--- src/rtl/serial_sub_ctrl_if.sv ---
// rtl/serial_sub_ctrl_if.sv - start/operand/result bundle for serial_sub_ctrl (SERIAL_SUB_CTRL_FLAGS_EN adds ZERO/NEG)
interface serial_sub_ctrl_if #(
    parameter int WIDTH = 8
);
    logic             START;
    logic [WIDTH-1:0] A;
    logic [WIDTH-1:0] B;
    logic             BUSY;
    logic             DONE;
    logic [WIDTH-1:0] DIFF;
    logic             BOUT;
`ifdef SERIAL_SUB_CTRL_FLAGS_EN
    logic             ZERO;
    logic             NEG;

    modport master (output START, A, B, input BUSY, DONE, DIFF, BOUT, ZERO, NEG);
    modport slave  (input START, A, B, output BUSY, DONE, DIFF, BOUT, ZERO, NEG);
`else
    modport master (output START, A, B, input BUSY, DONE, DIFF, BOUT);
    modport slave  (input START, A, B, output BUSY, DONE, DIFF, BOUT);
`endif
endinterface

--- src/rtl/serial_sub_ctrl.sv ---
// rtl/serial_sub_ctrl.sv - bit-serial LSB-first subtractor (A-B), optional ZERO/NEG flags via SERIAL_SUB_CTRL_FLAGS_EN
module serial_sub_ctrl #(
    parameter int WIDTH = 8
) (
    input  logic              CLK,
    input  logic              RST,
    serial_sub_ctrl_if.slave  bus
);
    localparam int CW = $clog2(WIDTH);

    typedef enum logic [1:0] {IDLE, RUN, FIN} state_t;

    state_t           state_q, state_d;
    logic [WIDTH-1:0] a_sh_q, a_sh_d;
    logic [WIDTH-1:0] b_sh_q, b_sh_d;
    logic [WIDTH-1:0] res_q, res_d;
    logic [WIDTH-1:0] diff_q, diff_d;
    logic             bout_q, bout_d;
    logic             brw_q, brw_d;
    logic [CW-1:0]    cnt_q, cnt_d;
`ifdef SERIAL_SUB_CTRL_FLAGS_EN
    logic             zero_q, zero_d;
    logic             neg_q, neg_d;
`endif

    logic             last_bit;
    logic             hs1_d, hs1_b, hs2_b;
    logic             bit_d, bit_bout;
    logic [WIDTH-1:0] res_next;

    assign last_bit = (cnt_q == CW'(WIDTH - 1));

    // Two chained half-subtractors: a-b, then subtract the incoming borrow.
    assign hs1_d    = a_sh_q[0] ^ b_sh_q[0];
    assign hs1_b    = ~a_sh_q[0] & b_sh_q[0];
    assign bit_d    = hs1_d ^ brw_q;
    assign hs2_b    = ~hs1_d & brw_q;
    assign bit_bout = hs1_b | hs2_b;
    assign res_next = {bit_d, res_q[WIDTH-1:1]};

    always_ff @(posedge CLK) begin
        if (RST) begin
            state_q <= IDLE;
            a_sh_q  <= '0;
            b_sh_q  <= '0;
            res_q   <= '0;
            diff_q  <= '0;
            bout_q  <= 1'b0;
            brw_q   <= 1'b0;
            cnt_q   <= '0;
`ifdef SERIAL_SUB_CTRL_FLAGS_EN
            zero_q  <= 1'b0;
            neg_q   <= 1'b0;
`endif
        end else begin
            state_q <= state_d;
            a_sh_q  <= a_sh_d;
            b_sh_q  <= b_sh_d;
            res_q   <= res_d;
            diff_q  <= diff_d;
            bout_q  <= bout_d;
            brw_q   <= brw_d;
            cnt_q   <= cnt_d;
`ifdef SERIAL_SUB_CTRL_FLAGS_EN
            zero_q  <= zero_d;
            neg_q   <= neg_d;
`endif
        end
    end

    always_comb begin
        state_d = state_q;
        case (state_q)
            IDLE:    if (bus.START) state_d = RUN;
            RUN:     if (last_bit)  state_d = FIN;
            FIN:     state_d = IDLE;
            default: state_d = IDLE;
        endcase
    end

    always_comb begin
        a_sh_d = a_sh_q;
        b_sh_d = b_sh_q;
        res_d  = res_q;
        diff_d = diff_q;
        bout_d = bout_q;
        brw_d  = brw_q;
        cnt_d  = cnt_q;
`ifdef SERIAL_SUB_CTRL_FLAGS_EN
        zero_d = zero_q;
        neg_d  = neg_q;
`endif
        case (state_q)
            IDLE: begin
                if (bus.START) begin
                    a_sh_d = bus.A;
                    b_sh_d = bus.B;
                    brw_d  = 1'b0;
                    cnt_d  = '0;
                end
            end
            RUN: begin
                a_sh_d = {1'b0, a_sh_q[WIDTH-1:1]};
                b_sh_d = {1'b0, b_sh_q[WIDTH-1:1]};
                res_d  = res_next;
                brw_d  = bit_bout;
                // Counter parks on the last index instead of wrapping.
                if (!last_bit) begin
                    cnt_d = cnt_q + CW'(1);
                end else begin
                    diff_d = res_next;
                    bout_d = bit_bout;
`ifdef SERIAL_SUB_CTRL_FLAGS_EN
                    zero_d = (res_next == '0);
                    // Differing signs: A<B exactly when A is negative; else the result sign.
                    neg_d  = hs1_d ? a_sh_q[0] : bit_d;
`endif
                end
            end
            default: ;
        endcase
    end

    always_comb begin
        bus.BUSY = (state_q == RUN);
        bus.DONE = (state_q == FIN);
        bus.DIFF = diff_q;
        bus.BOUT = bout_q;
`ifdef SERIAL_SUB_CTRL_FLAGS_EN
        bus.ZERO = zero_q;
        bus.NEG  = neg_q;
`endif
    end
endmodule

--- src/flat_wrapper.sv ---
// flat-port wrapper written by rule: the top's interface ports become plain ports
module serial_sub_ctrl_flat 
#(
    parameter int WIDTH = 8
)
  (CLK, RST, bus_START, bus_A, bus_B, bus_BUSY, bus_DONE, bus_DIFF, bus_BOUT);
  serial_sub_ctrl_if #(.WIDTH(WIDTH)) bus_i ();
  input  logic CLK;
  input  logic RST;
  input wire logic [$bits(bus_i.START)-1:0] bus_START;
  input wire logic [$bits(bus_i.A)-1:0] bus_A;
  input wire logic [$bits(bus_i.B)-1:0] bus_B;
  output wire logic [$bits(bus_i.BUSY)-1:0] bus_BUSY;
  output wire logic [$bits(bus_i.DONE)-1:0] bus_DONE;
  output wire logic [$bits(bus_i.DIFF)-1:0] bus_DIFF;
  output wire logic [$bits(bus_i.BOUT)-1:0] bus_BOUT;
  assign bus_i.START = bus_START;
  assign bus_i.A = bus_A;
  assign bus_i.B = bus_B;
  assign bus_BUSY = bus_i.BUSY;
  assign bus_DONE = bus_i.DONE;
  assign bus_DIFF = bus_i.DIFF;
  assign bus_BOUT = bus_i.BOUT;
  serial_sub_ctrl #(.WIDTH(WIDTH)) u_core (.CLK(CLK), .RST(RST), .bus(bus_i));
endmodule
--- config.mk ---
export PLATFORM = sky130hd
export DESIGN_NAME = serial_sub_ctrl_flat
export DESIGN_NICKNAME = d
export VERILOG_FILES = /design/src/rtl/serial_sub_ctrl_if.sv /design/src/rtl/serial_sub_ctrl.sv /design/src/flat_wrapper.sv
export SDC_FILE = /design/constraint.sdc
export NUM_CORES = 1
export LEC_CHECK = 0
export CORE_MARGIN = 1
export CORE_UTILIZATION = 50
export CTS_BUF_LIST = sky130_fd_sc_hd__clkbuf_16
export DETAILED_ROUTE_END_ITERATION = 10
export HOLD_SLACK_MARGIN = 0.05
export PLACE_DENSITY_LB_ADDON = 0.05
export SYNTH_ARGS = -nofsm -noshare
export SYNTH_HDL_FRONTEND = slang
export SYNTH_SLANG_ARGS = --single-unit
--- constraint.sdc ---
create_clock -name CLK -period 3.5 [get_ports CLK]
set_input_delay 0.7 -clock CLK [delete_from_list [all_inputs] [get_ports CLK]]
set_output_delay 0.7 -clock CLK [all_outputs]
set_load 0.05 [all_outputs]
Word level (Yosys, flattened, before mapping)
Cells that the tools add are included.

cells by class
  multiplexer cells = 12
  $mul = 0
  div/mod/pow operators = 0
  shifts and indexed selects = 0
  add/sub/neg operators = 1
  magnitude comparators = 0
  reductions and logical operators = 6
  eq/ne operators = 6
  bitwise operators = 7

operator list
  cell                                                                     number
  8-bit one-hot mux with 2 select lines                                    2
  8-bit two-way mux                                                        2
  3-bit two-way mux                                                        2
  3-bit one-hot mux with 2 select lines                                    1
  2-bit AND reduction                                                      3
  2-bit two-way mux                                                        2
  2-bit inequality test, second input constant                             2
  2-bit one-hot mux with 2 select lines                                    1
  3-bit by 1-bit adder with 3-bit output, second input constant            1
  3-bit equality test, second input constant                               1
  3-bit AND reduction                                                      1
  1-bit bitwise AND                                                        2
  2-bit by 1-bit equality test with 1-bit output, second input constant    1
  2-bit equality test, second input constant                               1
  2-bit zero test                                                          1
  2-bit by 1-bit inequality test with 1-bit output, second input constant  1
  1-bit inverter                                                           2
  1-bit one-hot mux with 2 select lines                                    1
  2-bit nonzero test                                                       1
  1-bit bitwise XOR                                                        2
  1-bit two-way mux                                                        1
  1-bit bitwise OR                                                         1

storage, ports and cells
  bits in read-only memories = 0
  input bits = 19
  bits in latches = 0
  memories = 0
  register bits after elaboration = 39
  memory bits (writable) = 0
  output and inout port bits = 11
  word-level logic and storage cells = 40

Logic depth before layout (Yosys ltp)
Gate-level depths: netlist (run 1).

  word-level depth = 5
  gate-level depth with buffers = 6
  gate-level depth less buffers = 5

Worst setup path after synthesis (run 1)
No wires, ideal clock.

  path type = register to output
  start point = register u_core.state_q[0]
  end point = output bus_DONE
  path buffers = 2
  data required time = 2.800 ns
  cell stages (with the launch flop) = 4
  slack = 1.497 ns
  arrival = 1.303 ns
  cells stage by stage = dfxtp_1 > buf_6 > buf_2 > nor2b_1

between the ends
  cells in the longest elaborated chain, start to end = 1

ends and longest elaborated chain
  item                    line                    source
  from (decl)             serial_sub_ctrl.sv:13   state_t state_q, state_d;
  from (signal assigned)  serial_sub_ctrl.sv:56   state_q <= state_d;
  2-bit equality test     serial_sub_ctrl.sv:126  bus.DONE = (state_q == FIN);
  to (decl)               flat_wrapper.sv:14      output wire logic [$bits(bus_i.DONE)-1:0] bus_DONE;

Every way passes these cells.

Final worst setup path (run 1)
Same ends and word-level chain as after synthesis.

==> results of run 1 <==
[synthesized netlist by cell type]
cell type,instances
o21ba_1,1
buf_4,2
nand3_1,12
a311oi_1,1
buf_1,2
buf_6,4
a31oi_1,3
buf_12,1
inv_1,2
o21bai_1,1
a21oi_1,19
a2bb2oi_1,1
nand4bb_1,2
nand2b_1,1
o21ai_0,2
buf_2,2
dfxtp_1,38
ha_1,2
a211oi_2,6
nor2b_1,1
fa_1,1
clkbuf_1,3
nand3b_1,1
mux2i_1,14
clkbuf_4,1
nor2_2,6
nor4b_1,1
a211oi_1,9
clkinv_1,1
nor2_1,12
nand2_1,25
[critical path, cell delays in order (launching register included)]
cell	delay, ns
dfxtp_1	0.29
buf_4	0.23
nor2b_1	0.15
clkdlybuf4s50_1	0.80
[per-stage QoR]
stage          instances  hold WS (ns)
3_5_place_dp         239         0.446
6_report             246         0.455
5_1_grt              246         0.469
2_1_floorplan        177         0.437
4_1_cts              246         0.454
3_3_place_gp         239         0.440
[state kept, by name (all words and copies together), names as in the netlist]
signal,count
u_core.bus.DIFF,8
u_core.cnt_q,3
u_core.b_sh_q,8
u_core.state_q,2
u_core.a_sh_q,8
u_core.brw_q,1
u_core.res_q,7
u_core.bus.BOUT,1
[cells by family (layout without fill, tap and decap cells)]
logic type	count (synthesis)	after routing
and+or+nand+nor	61	61
AOI/OAI and AO/OA	43	43
muxes	14	14
buffers and inverters	18	43
DFF	38	38
adders and majority gates	3	3
[per-layer routing]
metal | vias to the layer above | track usage [%] | share of wire [%]
met2 | 22 | 32.4 | 50
met5 | - | 0 | 0
li1 | 671 | - | -
met4 | 0 | 9.63 | 1.4
met3 | 4 | 5.19 | 3.5
met1 | 617 | 22.9 | 45
[where the power goes]
| group | leakage, nW | switching, mW | total [mW] | internal (mW) |
|---|---|---|---|---|
| Combinational | 0.352 | 0.0557 | 0.108 | 0.0528 |
| Sequential | 0.311 | 0.0117 | 0.464 | 0.453 |
| Clock | 0.0694 | 0.158 | 0.414 | 0.257 |
| Total | 0.732 | 0.225 | 0.987 | 0.762 |
[worst max-delay path by stage]
stage / to / slack (ns) / depth (start not counted)
after CTS: bus_DONE / 1.03 / 3
after floorplan: bus_DONE / 1.50 / 3
after global routing: bus_DONE / 0.97 / 3
after detailed placement: u_core.b_sh_q[2]$_SDFFE_PP0P_ / 1.07 / 5
final: bus_DONE / 1.04 / 3
after global placement: u_core.b_sh_q[1]$_SDFFE_PP0P_ / 1.13 / 3
[final cells by class]
type | count | area [um^2]
Sequential cell | 38 | 761
Tap cell | 44 | 55.1
Multi-Input combinational cell | 121 | 774
Timing Repair Buffer | 33 | 318
Clock inverter | 2 | 10.0
Fill cell | 304 | 1050
Clock buffer | 5 | 125
Inverter | 3 | 11.3
==> results.toml, run 1 <==
[status]
status = "finished clean"

[synth]
synth_top_cell_area_share_pct = 45.7
ys_ff_latch = 38
ys_seq_area_share_pct = 45.7
syn_nets = 199
synth_compound_area_share_pct = 18.1
synth_area_um2 = 1660
avgSynthCellArea_um2 = 9.39
synth_top_family_by_area = "compound AO/OA/AOI/OAI gates"
ys_warn_count = 0
synthMuxAreaShare_pct = 8.43
yosysTopAreaCell = "dfxtp_1"
yosysUniqueCellTypes = 31
synth_cells = 177
yosys.area_share.simple_pct = 17.3
synth_fa_ha_area_share_pct = 2.71
synthXorXnorAreaFrac_pct = 0
synth_area_leaders = "dfxtp_1, mux2i_1, a21oi_1"

[global_routing]
grt_first_pass_wirelength_mm = 5.11
grt-ovfl-total = 0
grt_max_degree = 32
track_usage_pct = 19.4
antenna_found_initial = 0
grt_pass1_vias = 1199

[die]
ios = 30
fp.dieH_um = 59.7
die_width_um = 59.7
core-area_um2 = 3100
initial_core_util_pct = 53.6
std_cell_rows = 20
die_area_um2 = 3560

[final_layout]
drive_above_1_share_pct = 11.9
final_util_pct = 66.2
final_common_cell = "dfxtp_1"
design_area_um2 = 2050
final_cell_mix = "dfxtp_1, clkdlybuf4s50_1, nand2_1, a21oi_1, mux2i_1"
area_delta_synth_final_pct = 23.6
diodes = 0
nNetsFinal = 224

[place]
dp_hpwl_mm = 2.08
gp_congestion = 0.679
place_ws_ns = 1.07
portBuffers = 29
dpl_cell_area_um2 = 1920

[hold_path]
holdCritPathClass = "flip-flop to flip-flop"
worstHoldStart = "u_core.bus.DIFF[4]$_SDFFE_PP0P_"
hold_path_depth = 2
holdPathEnd = "u_core.bus.DIFF[4]$_SDFFE_PP0P_"

[timing]
report.final.slew_viol_count = 0
setup_viol = 0
slew_headroom_pct = 27.6
fin_worst_skew_ns = 0.00255
min_period_over_period_pct = 70.2
rsz0062_at_grt = "no"
final.setup.tns_ns = 0
finalCriticalPeriod_ns = 2.46
fmax_mhz = 407
tightest_slew_ns = 1.08
finalHoldViolCount = 0
setup_slack_ns = 1.04

[critical_path]
r2r-end = "u_core.bus.DIFF[1]$_SDFFE_PP0P_"
cp.required_ns = 2.80
reg2reg_depth = 5
cp_max_fo = 29
r2r-start = "u_core.cnt_q[0]$_SDFFE_PP0P_"
crit_type = "flip-flop to output port"
crit_start = "u_core.state_q[0]$_SDFFE_PP0P_"
endpoint_kind = "output port"
critPathLaunchType = "flip-flop"
rrSetupSlack_ns = 1.59
arrival_ns = 1.76

[detailed_routing]
vias_per_cell = 5.34
routed_wl_mm = 3.03
drt_first_pass_iters = 4
vias = 1314
drc = 0
drt_iter0_markers = 76
ant_nets = 0
wire_per_inst_um = 12.3

[cts]
cts.reportedPaths.clkPinSlew_ns = 0.05
cts_buffer_depth = 2
cts_resized = 0
insertion_delay_ns = 0.27
h-tree-depth = 2
clock_sinks = 38
cts_setup_buffers = 0
cts_hold_buf = 0
clockRootBuffer = "clkbuf_16"
cts_tree = "yes"
cts_made_buffers = 5

[job]
maxCapViolCount = 0

[power]
power.total_mw = 0.987
peakVddDrop_uv = 329
p_leak_nw = 0.732
cellPowerDensity_nw_per_um2 = 480
No activity file was read; power rests on OpenSTA's default activity.
==> run 2: changes to the inputs <==
- CORE_UTILIZATION: 50 -> 46
- clock period: 3.5 -> 2.12 ns (I/O delays scaled with it)
==> run 2 against run 1 <==
Via count grew 0.61%; combinational power rose by 72%; critical path depth decreased by 2; sequential share of layout area fell by 1.1 points; hold slack got worse by 0.0030 ns; utilization down 3.7 points; routed wire length is 4.7% higher; largest cell class unchanged; cell count increased by 1.6%; design area increased by 3.1%; power rose by 78%.
==> results.toml, run 2 (same netlist as run 1, synthesis figures left out) <==
[critical_path]
reg2reg_depth = 5
cp.required_ns = 1.70
critPathLaunchType = "flip-flop"
slowest_delay_ns = 0.81
rrSetupSlack_ns = 0.52
endpoint_kind = "output port"
path_cells = "clkdlybuf4s50_1"
critPathSlowestCell = "clkdlybuf4s50_1"
r2r-start = "u_core.cnt_q[0]$_SDFFE_PP0P_"
crit_type = "flip-flop to output port"
cp_max_fo = 2
arrival_ns = 1.43
worst-path-buf-inv = 1
critPathTopFamily = "buffers and inverters"
r2r-end = "u_core.bus.DIFF[6]$_SDFFE_PP0P_"

[cts]
cts_made_buffers = 5
cts_setup_buffers = 0
cts_tree = "yes"
clockRootBuffer = "clkbuf_16"
cts_hold_buf = 0
cts_resized = 0
h-tree-depth = 2
clock_sinks = 38
cts_buffer_depth = 2
insertion_delay_ns = 0.28
cts.reportedPaths.clkPinSlew_ns = 0.05

[final_layout]
area_delta_synth_final_pct = 27.4
final_cell_mix = "dfxtp_1, clkdlybuf4s50_1, nand2_1, a21oi_1, mux2i_1"
final_util_pct = 62.5
layout.cells.non_filler = 250
diodes = 0
drive_above_1_share_pct = 12.7
nNetsFinal = 226
final_common_cell = "dfxtp_1"

[timing]
slew_headroom_pct = 67.0
final.setup.tns_ns = 0
finalHoldViolCount = 0
report.final.slew_viol_count = 0
fmax_mhz = 541
fin_worst_skew_ns = 0.00400
setup_viol = 0
tightest_slew_ns = 0.493
rsz0062_at_grt = "no"
setup_slack_ns = 0.271
finalCriticalPeriod_ns = 1.85
min_period_over_period_pct = 87.2

[global_routing]
use_met3_pct = 6.25
track_usage_pct = 18.5
met1_usage_pct = 20.4
grt_pass1_vias = 1253
grt_busiest_layer = "met2"
grt-ovfl-total = 0
grt_max_degree = 39
antenna_found_initial = 0
grt_first_pass_wirelength_mm = 5.50
globalRouteMet2Util_pct = 31.2

[detailed_routing]
vias = 1322
drt_iter0_markers = 71
wire_per_inst_um = 12.7
ant_nets = 0
drc = 0
routed_wl_mm = 3.18
vias_per_cell = 5.29
drt_first_pass_iters = 4

[power]
cellPowerDensity_nw_per_um2 = 831
power.total_mw = 1.76
peakVddDrop_uv = 497
p_leak_nw = 0.761

[hold_path]
hold_path_depth = 2
worstHoldStart = "u_core.bus.DIFF[3]$_SDFFE_PP0P_"
holdCritPathClass = "flip-flop to flip-flop"
holdPathEnd = "u_core.bus.DIFF[3]$_SDFFE_PP0P_"

[die]
die_area_um2 = 3860
initial_core_util_pct = 49.1
die_width_um = 62.1
ios = 30
fp.dieH_um = 62.1
core-area_um2 = 3390
std_cell_rows = 21

[place]
place_ws_ns = 0.377
portBuffers = 29
gp_congestion = 0.737
dp_cells = 243
dp_hpwl_mm = 2.11

[job]
maxCapViolCount = 0

[status]
status = "finished clean"
==> run 2: changes by cell type in the layout (fill, tap and decap cells not counted) <==
cell             change
buf_4                +1
bufinv_16            +1
clkinv_2             -2
buf_12               +2
clkinv_1             +1
clkdlybuf4s50_1      -1
==> run 2: worst max path at each step <==
| stage | from | depth (start not counted) | endpoint |
|---|---|---|---|
| 3_3_place_gp | bus_START | 5 | u_core.a_sh_q[3]$_SDFFE_PP0P_ |
| 5_1_grt | u_core.bus.BOUT$_SDFFE_PP0P_ | 1 | bus_BOUT |
| 4_1_cts | u_core.bus.DIFF[7]$_SDFFE_PP0P_ | 1 | bus_DIFF[7] |
| 3_5_place_dp | bus_START | 5 | u_core.a_sh_q[5]$_SDFFE_PP0P_ |
| 2_1_floorplan | u_core.state_q[0]$_SDFFE_PP0P_ | 3 | bus_DONE |
| 6_report | u_core.bus.DIFF[7]$_SDFFE_PP0P_ | 1 | bus_DIFF[7] |
==> run 2: report_power, final <==
| group | switching (mW) | internal (mW) |
|---|---|---|
| Sequential | 0.0234 | 0.747 |
| Combinational | 0.0909 | 0.0946 |
| Clock | 0.260 | 0.543 |
==> run 2: layer usage <==
metal,vias to the layer above,routed length [um]
met5,-,0
met4,0,82
met3,7,137
met2,30,1590
met1,610,1360
li1,675,-
==> run 2: stage by stage <==
| stage | hold slack (ns) | area, um^2 |
|---|---|---|
| after floorplan | 0.437 | 1660 |
| after global placement | 0.441 | 1960 |
| after detailed placement | 0.448 | 1960 |
| after CTS | 0.455 | 2120 |
| after global routing | 0.472 | 2120 |
| final | 0.452 | 2120 |
==> run 2: area by class of cell <==
class	count	area, um^2
Tap cell	46	57.6
Multi-Input combinational cell	121	774
Clock inverter	2	33.8
Fill cell	305	1270
Clock buffer	5	125
Sequential cell	38	761
Timing Repair Buffer	35	355
Inverter	3	11.3
